[config.mk]
export PLATFORM = sky130hd
export DESIGN_NAME = env_neighbourhood_fetcher
export DESIGN_NICKNAME = d
export VERILOG_FILES = /design/src/rtl/env_neighbourhood_fetcher.sv
export SDC_FILE = /design/constraint.sdc
export NUM_CORES = 1
export LEC_CHECK = 0
export BUFFER_PORTS_ARGS = -buffer_cell sky130_fd_sc_hd__buf_2
export CAP_MARGIN = 10
export CORE_ASPECT_RATIO = 1.4
export CORE_UTILIZATION = 53
export CTS_CLUSTER_SIZE = 12
export DETAILED_ROUTE_END_ITERATION = 10
export PLACE_DENSITY = 0.83
export SKIP_LAST_GASP = 1
export SLEW_MARGIN = 10
export SYNTH_ARGS = -nofsm -noshare
export SYNTH_HDL_FRONTEND = slang
export SYNTH_SLANG_ARGS = --single-unit
[constraint.sdc]
create_clock -name newLocClock -period 3.77 [get_ports newLocClock]
set_clock_uncertainty 0.1 [all_clocks]
set_input_delay 0.5655 -clock newLocClock [delete_from_list [all_inputs] [get_ports newLocClock]]
set_output_delay 0.5655 -clock newLocClock [all_outputs]
set_load 0.01 [all_outputs]
[src/rtl/env_neighbourhood_fetcher.sv]
// ============================================================================
// env_neighbourhood_fetcher: handshaked 8-neighbour + centre fetch from the grid.
// Optional macro: TORUS_WRAP_EN (toroidal grid, edge neighbours wrap).
// Revision: 1.0 - initial release
// ============================================================================
`default_nettype none

module env_neighbourhood_fetcher #(
    parameter int X_bits       = 8,
    parameter int Y_bits       = 7,
    parameter int X_MAX        = 159,
    parameter int Y_MAX        = 119,
    parameter int SIGNAL_bits  = 4,
    parameter int READ_LATENCY = 1
) (
    input  logic                     newLocClock,
    input  logic                     RESET_SIM,
    input  logic                     start,
    input  logic [X_bits-1:0]        center_x,
    input  logic [Y_bits-1:0]        center_y,
    output logic                     busy,
    output logic                     done,
    output logic [X_bits-1:0]        lookup_X,
    output logic [Y_bits-1:0]        lookup_Y,
    input  logic                     lookup_sugar,
    input  logic [SIGNAL_bits-1:0]   lookup_signal,
    output logic [8*SIGNAL_bits-1:0] surrounding_signals,
    output logic                     cur_sugar,
    output logic [SIGNAL_bits-1:0]   cur_signal
);

    localparam logic [1:0] S_IDLE  = 2'd0;
    localparam logic [1:0] S_ISSUE = 2'd1;
    localparam logic [1:0] S_DRAIN = 2'd2;

    localparam logic [X_bits-1:0] c_x_max = X_bits'(X_MAX);
    localparam logic [Y_bits-1:0] c_y_max = Y_bits'(Y_MAX);

    logic [1:0]               r_state;
    logic [3:0]               r_slot;
    logic [X_bits-1:0]        r_cx;
    logic [Y_bits-1:0]        r_cy;
    logic                     r_oob;
    logic [8*SIGNAL_bits-1:0] r_stage;

    // Capture pipe: tags each issued slot so its data lands L cycles later.
    logic [READ_LATENCY-1:0]  r_pv;
    logic [READ_LATENCY-1:0]  r_po;
    logic [3:0]               r_ps [READ_LATENCY];

    logic [X_bits-1:0]      w_sel_x;
    logic [Y_bits-1:0]      w_sel_y;
    logic [3:0]             w_sel_slot;
    logic [X_bits:0]        w_xm1, w_xp1;
    logic [Y_bits:0]        w_ym1, w_yp1;
    logic                   w_dxn, w_dxp, w_dyn, w_dyp;
    logic                   w_in_grid, w_oob;
    logic [X_bits-1:0]      w_nx;
    logic [Y_bits-1:0]      w_ny;
    logic                   w_tail_v, w_tail_oob;
    logic [3:0]             w_tail_slot;
    logic [SIGNAL_bits-1:0] w_cap_sig;

    // Address of the next slot to issue (slot 0 of the incoming centre while idle).
    always_comb begin
        w_sel_x    = (r_state == S_IDLE) ? center_x : r_cx;
        w_sel_y    = (r_state == S_IDLE) ? center_y : r_cy;
        w_sel_slot = (r_state == S_IDLE) ? 4'd0 : r_slot + 4'd1;
        w_xm1      = {1'b0, w_sel_x} - 1'b1;
        w_xp1      = {1'b0, w_sel_x} + 1'b1;
        w_ym1      = {1'b0, w_sel_y} - 1'b1;
        w_yp1      = {1'b0, w_sel_y} + 1'b1;
        w_dxn      = 1'b0;
        w_dxp      = 1'b0;
        w_dyn      = 1'b0;
        w_dyp      = 1'b0;
        case (w_sel_slot)
            4'd0:    w_dyn = 1'b1;
            4'd1:    begin w_dyn = 1'b1; w_dxp = 1'b1; end
            4'd2:    w_dxp = 1'b1;
            4'd3:    begin w_dxp = 1'b1; w_dyp = 1'b1; end
            4'd4:    w_dyp = 1'b1;
            4'd5:    begin w_dyp = 1'b1; w_dxn = 1'b1; end
            4'd6:    w_dxn = 1'b1;
            4'd7:    begin w_dxn = 1'b1; w_dyn = 1'b1; end
            default: ;
        endcase
        w_in_grid = (w_sel_x <= c_x_max) && (w_sel_y <= c_y_max);
`ifdef TORUS_WRAP_EN
        w_oob = !w_in_grid;
        w_nx  = w_sel_x;
        w_ny  = w_sel_y;
        if (!w_oob) begin
            if (w_dxn)      w_nx = w_xm1[X_bits] ? c_x_max : w_xm1[X_bits-1:0];
            else if (w_dxp) w_nx = (w_xp1 > {1'b0, c_x_max}) ? '0 : w_xp1[X_bits-1:0];
            if (w_dyn)      w_ny = w_ym1[Y_bits] ? c_y_max : w_ym1[Y_bits-1:0];
            else if (w_dyp) w_ny = (w_yp1 > {1'b0, c_y_max}) ? '0 : w_yp1[Y_bits-1:0];
        end
`else
        w_oob = !w_in_grid
              || (w_dxn && w_xm1[X_bits]) || (w_dxp && (w_xp1 > {1'b0, c_x_max}))
              || (w_dyn && w_ym1[Y_bits]) || (w_dyp && (w_yp1 > {1'b0, c_y_max}));
        w_nx  = w_sel_x;
        w_ny  = w_sel_y;
        if (!w_oob) begin
            if (w_dxn)      w_nx = w_xm1[X_bits-1:0];
            else if (w_dxp) w_nx = w_xp1[X_bits-1:0];
            if (w_dyn)      w_ny = w_ym1[Y_bits-1:0];
            else if (w_dyp) w_ny = w_yp1[Y_bits-1:0];
        end
`endif
        w_tail_v    = r_pv[READ_LATENCY-1];
        w_tail_oob  = r_po[READ_LATENCY-1];
        w_tail_slot = r_ps[READ_LATENCY-1];
        w_cap_sig   = w_tail_oob ? '0 : lookup_signal;
    end

    always_ff @(posedge newLocClock or posedge RESET_SIM) begin
        if (RESET_SIM) begin
            r_state             <= S_IDLE;
            r_slot              <= '0;
            r_cx                <= '0;
            r_cy                <= '0;
            r_oob               <= 1'b0;
            r_stage             <= '0;
            r_pv                <= '0;
            r_po                <= '0;
            for (int i = 0; i < READ_LATENCY; i++) r_ps[i] <= '0;
            busy                <= 1'b0;
            done                <= 1'b0;
            lookup_X            <= '0;
            lookup_Y            <= '0;
            surrounding_signals <= '0;
            cur_sugar           <= 1'b0;
            cur_signal          <= '0;
        end else begin
            done    <= 1'b0;
            r_pv[0] <= (r_state == S_ISSUE);
            r_ps[0] <= r_slot;
            r_po[0] <= r_oob;
            for (int i = 1; i < READ_LATENCY; i++) begin
                r_pv[i] <= r_pv[i-1];
                r_ps[i] <= r_ps[i-1];
                r_po[i] <= r_po[i-1];
            end
            if (w_tail_v && (w_tail_slot != 4'd8))
                r_stage[w_tail_slot[2:0]*SIGNAL_bits +: SIGNAL_bits] <= w_cap_sig;

            case (r_state)
                S_IDLE: begin
                    if (start) begin
                        r_cx     <= center_x;
                        r_cy     <= center_y;
                        r_slot   <= 4'd0;
                        lookup_X <= w_nx;
                        lookup_Y <= w_ny;
                        r_oob    <= w_oob;
                        busy     <= 1'b1;
                        r_state  <= S_ISSUE;
                    end
                end
                S_ISSUE: begin
                    if (r_slot == 4'd8) begin
                        r_state <= S_DRAIN;
                    end else begin
                        r_slot   <= r_slot + 4'd1;
                        lookup_X <= w_nx;
                        lookup_Y <= w_ny;
                        r_oob    <= w_oob;
                    end
                end
                S_DRAIN: begin
                    // Centre data arrives last; publish the whole neighbourhood at once.
                    if (w_tail_v && (w_tail_slot == 4'd8)) begin
                        surrounding_signals <= r_stage;
                        cur_signal          <= w_cap_sig;
                        cur_sugar           <= !w_tail_oob && lookup_sugar;
                        done                <= 1'b1;
                        busy                <= 1'b0;
                        r_state             <= S_IDLE;
                    end
                end
                default: r_state <= S_IDLE;
            endcase
        end
    end

endmodule

`default_nettype wire

After elaboration in Yosys (flattened, before gate mapping)
Index checks and enable logic that the tools add are counted.
W data, S select, Z words.
{"block": "word_totals", "regBits": 114, "latchBits": 0, "mem_bits_rw": 0, "mem_bits_ro": 0, "input_bits": 23, "out_inout_bits": 54, "wordCells": 107, "memories": 0}
{"block": "op_classes", "add_sub_neg": 6, "mul": 0, "div": 0, "n_lt_le_gt_ge": 4, "n_eq_ne": 16, "n_shift": 2, "mux": 36, "bitwise": 0, "reduce_logical": 27}
{"op": "$mux W8", "n": 6}
{"op": "$mux W7", "n": 6}
{"op": "$neg A5 Y34", "n": 1}
{"op": "$shift A4 B34 Y32 const A", "n": 1}
{"op": "$shiftx A4 B34 Y32", "n": 1}
{"op": "$bwmux W32", "n": 1}
{"op": "$eq A4 B3 Y1 const B", "n": 4}
{"op": "$mux W4", "n": 4}
{"op": "$pmux W8 S2", "n": 1}
{"op": "$pmux W7 S2", "n": 1}
{"op": "$reduce_or A3 Y1", "n": 4}
{"op": "$mux W1", "n": 10}
{"op": "$add A8 B1 Y9 const B", "n": 1}
{"op": "$gt A9 B8 Y1 const B", "n": 1}
{"op": "$reduce_and A3 Y1", "n": 3}
{"op": "$sub A8 B1 Y9 const B", "n": 1}
{"op": "$add A7 B1 Y8 const B", "n": 1}
{"op": "$eq A4 B2 Y1 const B", "n": 2}
{"op": "$eq A4 B4 Y1 const B", "n": 2}
{"op": "$gt A8 B7 Y1 const B", "n": 1}
{"op": "$le A8 B8 Y1 const B", "n": 1}
{"op": "$logic_and A1 B1 Y1", "n": 8}
{"op": "$pmux W4 S2", "n": 1}
{"op": "$sub A7 B1 Y8 const B", "n": 1}
{"op": "other kinds (17)", "n": 28}

Depth between registers and ports, before layout
{"block": "logic_depth", "depth_word": 13, "depth_mapped": 14, "mapped_depth_nobuf": 11}

Worst setup path after synthesis
OpenSTA, ideal clock, no wires.
{"block": "synth_path", "path_type": "register to register", "start": "register r_state[1]", "end": "register lookup_Y[3]", "setup_time_ns": 0.092, "t_arrival_ns": 3.168, "t_required_ns": 3.578, "setup_slack_ns": 0.410, "path_stages_with_launch": 15, "n_path_buf": 4, "period_less_slack_ns": 3.360, "path_cell_list": "dfrtp_1 buf_4 or2_2 buf_4 clkbuf_1 mux2_2 inv_1 ha_1 or2b_2 nor4_1 a221oi_2 o211a_4 buf_6 and4_1 o31ai_2"}
{"block": "synth_between", "elab_chain_cells": 13, "elab_cells_between_ends": 49, "classes_between": "add/sub (4); order compare (4); eq/ne (10); mux (13); reduce/logical (18)"}
{"item": "start, declared", "line": "39", "text": "logic [1:0] r_state;"}
{"item": "start signal, assigned", "line": "120", "text": "r_state <= S_IDLE;"}
{"item": "start signal, assigned", "line": "159", "text": "r_state <= S_ISSUE;"}
{"item": "start signal, assigned", "line": "164", "text": "r_state <= S_DRAIN;"}
{"item": "branches (longest 13 deep; another with $add A8 B1 Y9)"}
{"item": "end signal, assigned", "line": "156", "text": "lookup_Y <= w_ny;"}
{"item": "end signal, assigned", "line": "168", "text": "lookup_Y <= w_ny;"}
{"item": "end, declared", "line": "24", "text": "output logic [Y_bits-1:0] lookup_Y,"}
Parallel ways; which one is timed is not known. The select of a mux whose other input is x is not followed.
A chain may end at the register's enable or synchronous reset.

Worst setup path in the final report
{"block": "layout_path", "start": "register r_state[0]", "end": "register lookup_X[6]"}
{"block": "layout_between", "elab_chain_cells": 13, "elab_cells_between_ends": 49, "classes_between": "add/sub (4); order compare (4); eq/ne (10); mux (13); reduce/logical (18)"}
{"item": "branches (longest 13 deep; another with $add A8 B1 Y9)"}
{"item": "end signal, assigned", "line": "155", "text": "lookup_X <= w_nx;"}
{"item": "end signal, assigned", "line": "167", "text": "lookup_X <= w_nx;"}
{"item": "end, declared", "line": "23", "text": "output logic [X_bits-1:0] lookup_X,"}
Parallel ways; which one is timed is not known. The select of a mux whose other input is x is not followed.

==> metrics.md <==
| Metric | Value |
|---|---|
| Layout cell share with drive strength beyond 1 | `0.245` |
| Row count | `45` |
| Sw Pwr | `2.69 mW` |
| Layout Cells excl Fill | `872` |
| Maximum vdd drop | `0.500 mV` |
| Setup violations, final | `0` |
| DP HPWL | `11700 um` |
| Status | `finished clean` |
| Final min period | `3.46 ns` |
| Hold Vio Cnt, Final | `0` |
| Hold_buf cts | `0` |
| Core region area | `0.0109 mm2` |
| Comb power frac | `0.449` |
| Longest Clk Path Bufs | `2` |
| Initial core utilization | `0.547` |
| FILL cells | `904` |
| DR DRC count | `0` |
| Number of routed nets with antenna violations | `0` |
| Post-synth top flop | `dfrtp_1` |
| Max-capacitance violation count | `0` |
| Synth top area share | `0.478` |
| WP data arrival | `3.68 ns` |
| Worst-Margin Slew | `0.885 ns` |
| Period utilisation layout | `0.918` |
| DIE AREA | `0.0117 mm2` |
| Classification of the worst setup path | `reg -> reg` |
| Postcts setup bufs | `0` |
| Syn nets | `678` |
| Via count | `5167` |
| Resized cells post-CTS | `0` |
| Pin count of the biggest net entering global routing | `54` |
| Via density | `5.93` |
| Buffers added on ports | `76` |
| Die Wd | `91.7 um` |
| H-Tree Depth | `4` |
| Post-DP Area | `0.00646 mm2` |
| TritonCTS clock tree | `done` |
| Register area share after synthesis | `0.478` |
| Cell area after synthesis | `0.00597 mm2` |
| Async set or reset register ratio after synthesis | `1.00` |
| FF/Latch Area | `0.00285 mm2` |
| Seq pwr share | `0.298` |
| Internal power | `3.70 mW` |
| Setup_tns | `0 ns` |
| Initial antenna violation count | `0` |
| Multi-input gate area | `0.00288 mm2` |
| Setup slack after placement | `0.197 ns` |
| RSZ-0062 raised after global routing | `false` |
| Layout area overhead | `18.4%` |
| Sw Ratio | `0.421` |
| Cell count after synthesis | `646` |
| Synth area leader | `dfrtp_1` |
| First-pass detailed-route iteration total | `6` |
| Most common cell in the netlist | `nand2_1` |
| Lkg Pwr | `3.53 nW` |
| Hold Crit Class | `in -> async` |
| CP Cell Sequence | `or2_2 -> mux2_2 -> inv_1 -> ha_1 -> or2b_2 -> nor4_1 -> a221oi_2 -> o211ai_1 -> nor3_1 -> nor3_1` |
| Delay-heaviest family, CP | `simple AND/OR/NAND/NOR gates` |
| Top cells by count, synth | `nand2_1, dfrtp_1, o21ai_0, mux2_2, nor2_1` |
| Unique cell type count in the Yosys netlist | `66` |
| Number of global-route vias before repair | `5262` |
| Post-route design area | `0.00707 mm2` |
| Mean post-synth cell area | `9.24 um2` |
| CP max-delay cell | `o211ai_1` |
| Post-layout nets | `750` |
| Number of flops mapped to enable cells by yosys | `0` |
| Warnings, synthesis | `0` |
| Grt ovf | `0` |
| IO Count | `77` |
| Part of the power in the clock network | `0.252` |
| Max Slew Vio Count | `0` |
| Total Wirelength | `16000 um` |
| Slowest cell delay on critical path | `0.61 ns` |
| Synth area leaders | `dfrtp_1, nand2_1, mux2_2, o21ai_0, mux2i_1` |
| Power, Total | `6.38 mW` |
| Power density cells | `903 mW/mm2` |
| Die Span Y | `128 um` |
| Clk_lat worst skew | `0.40 ns` |
| First-pass GRT wire length | `26200 um` |
| Initial DRC Count | `274` |
| Worst setup SP type | `register` |
| Critical Path RT | `3.99 ns` |
| CP Buf/Inv Count | `1` |
| WL/cell | `18.3 um` |
| Worst slew margin | `0.409` |
| GRT Util Overall | `0.292` |
| Number of buffers created by CTS | `17` |
| Diodes inserted | `0` |
| Crit path max fanout | `14` |
| Post-route setup slack | `0.310 ns` |
| Placed Cells | `840` |
| Clock Sinks | `114` |
| Final RePlAce weighted congestion | `0.951` |
| Most frequent cell on the critical path | `nor3_1` |
| Crit end category | `register` |
| Max Clk Rate | `289 MHz` |
| Root buffer cell | `clkbuf_16` |
| Worst-path clk slew | `0.06 ns` |
| Seq cells post-synth | `114` |
[power groups by stage]
stage	Sequential, mW	Combinational [mW]	Clock (mW)
CTS	1.90	2.84	1.63
detailed placement	1.91	2.81	0
global route	1.95	3.14	1.68
finish	1.90	2.87	1.61
floorplan	1.84	2.11	0
global placement	1.89	2.73	0
[layer usage]
layer | GRT usage | up-vias | part of all wire | routed length (um)
met5 | 0 | - | 0 | 0
met4 | 0.162 | 0 | 0.051 | 821
met2 | 0.553 | 199 | 0.55 | 8880
met3 | 0.0536 | 52 | 0.038 | 611
met1 | 0.299 | 2522 | 0.36 | 5690
li1 | - | 2394 | - | -
[per-stage QoR]
stage,hold slack (ns),util
after global routing,0.200,0.647
final,0.145,0.647
after detailed placement,0.315,0.592
after floorplan,0.249,-
after CTS,0.168,0.647
after global placement,0.314,0.592
[cell type report]
cell class / instances / share of cell area
clock buffer: 17 / 0.0602
clock inverter: 15 / 0.0246
tap: 141 / 0.0250
timing repair buffer: 89 / 0.0676
sequential: 114 / 0.404
inverter: 22 / 0.0120
multi-input combinational: 474 / 0.407
[layout by cell type (no fill, tap or decap), types with 6 or more instances in the layout]
cell       synthesis  layout
nor4_1             9       9
inv_1             22      21
and4_1             7       7
nand2_1          179     179
or3_1              9       9
o31ai_2            6       6
clkbuf_16          0      17
mux2_2            28      28
buf_2              8      76
nand3_1           10      10
nor3_1            19      18
nand2b_1          11      11
a31oi_1            9       9
buf_4              4      13
mux2i_1           14      14
o21ai_0           29      29
nor2_1            26      26
o211ai_1          11      11
dfrtp_1          114     114
ha_1               9       9
a21oi_1           14      13
[registers in the layout (all words and copies together) (netlist names), 4 cells and up]
name                 flops
r_cx                     8
r_ps                     4
lookup_Y                 7
lookup_X                 8
r_stage                 32
surrounding_signals     32
cur_signal               4
r_cy                     7
r_slot                   4
[cells by family (layout without fill, tap and decap cells)]
group           Yosys count  after routing  share of synthesized area
simple gates            314            314                      0.251
flops                   114            114                      0.478
compound gates          102            102                      0.121
fa+ha+maj                 9              9                     0.0189
mux                      43             43                     0.0801
buf+inv                  58            143                     0.0419
xor+xnor                  6              6                    0.00880
[final timing paths]
check,startpoint,endpoint,slack [ns],cells past startpoint
max in group asynchronous,RESET_SIM,r_stage[30],2.56,3
worst min register to register,r_oob,r_po,0.33,0
worst min-delay path,RESET_SIM,r_stage[0],0.14,2
worst max-delay path,r_state[0],lookup_X[6],0.31,10
worst max register to register,r_state[0],lookup_X[6],0.31,10
min in group newLocClock,center_x[2],r_cx[2],0.28,3
[worst reg2reg max path, stage by stage, from the launching register on]
cell      delay [ns]
dfrtp_1         0.49
or2_2           0.34
mux2_2          0.33
inv_1           0.11
ha_1            0.31
or2b_2          0.32
nor4_1          0.26
a221oi_2        0.14
o211ai_1        0.61
nor3_1          0.14
nor3_1          0.22
No activity file was read; power rests on OpenSTA's default activity.
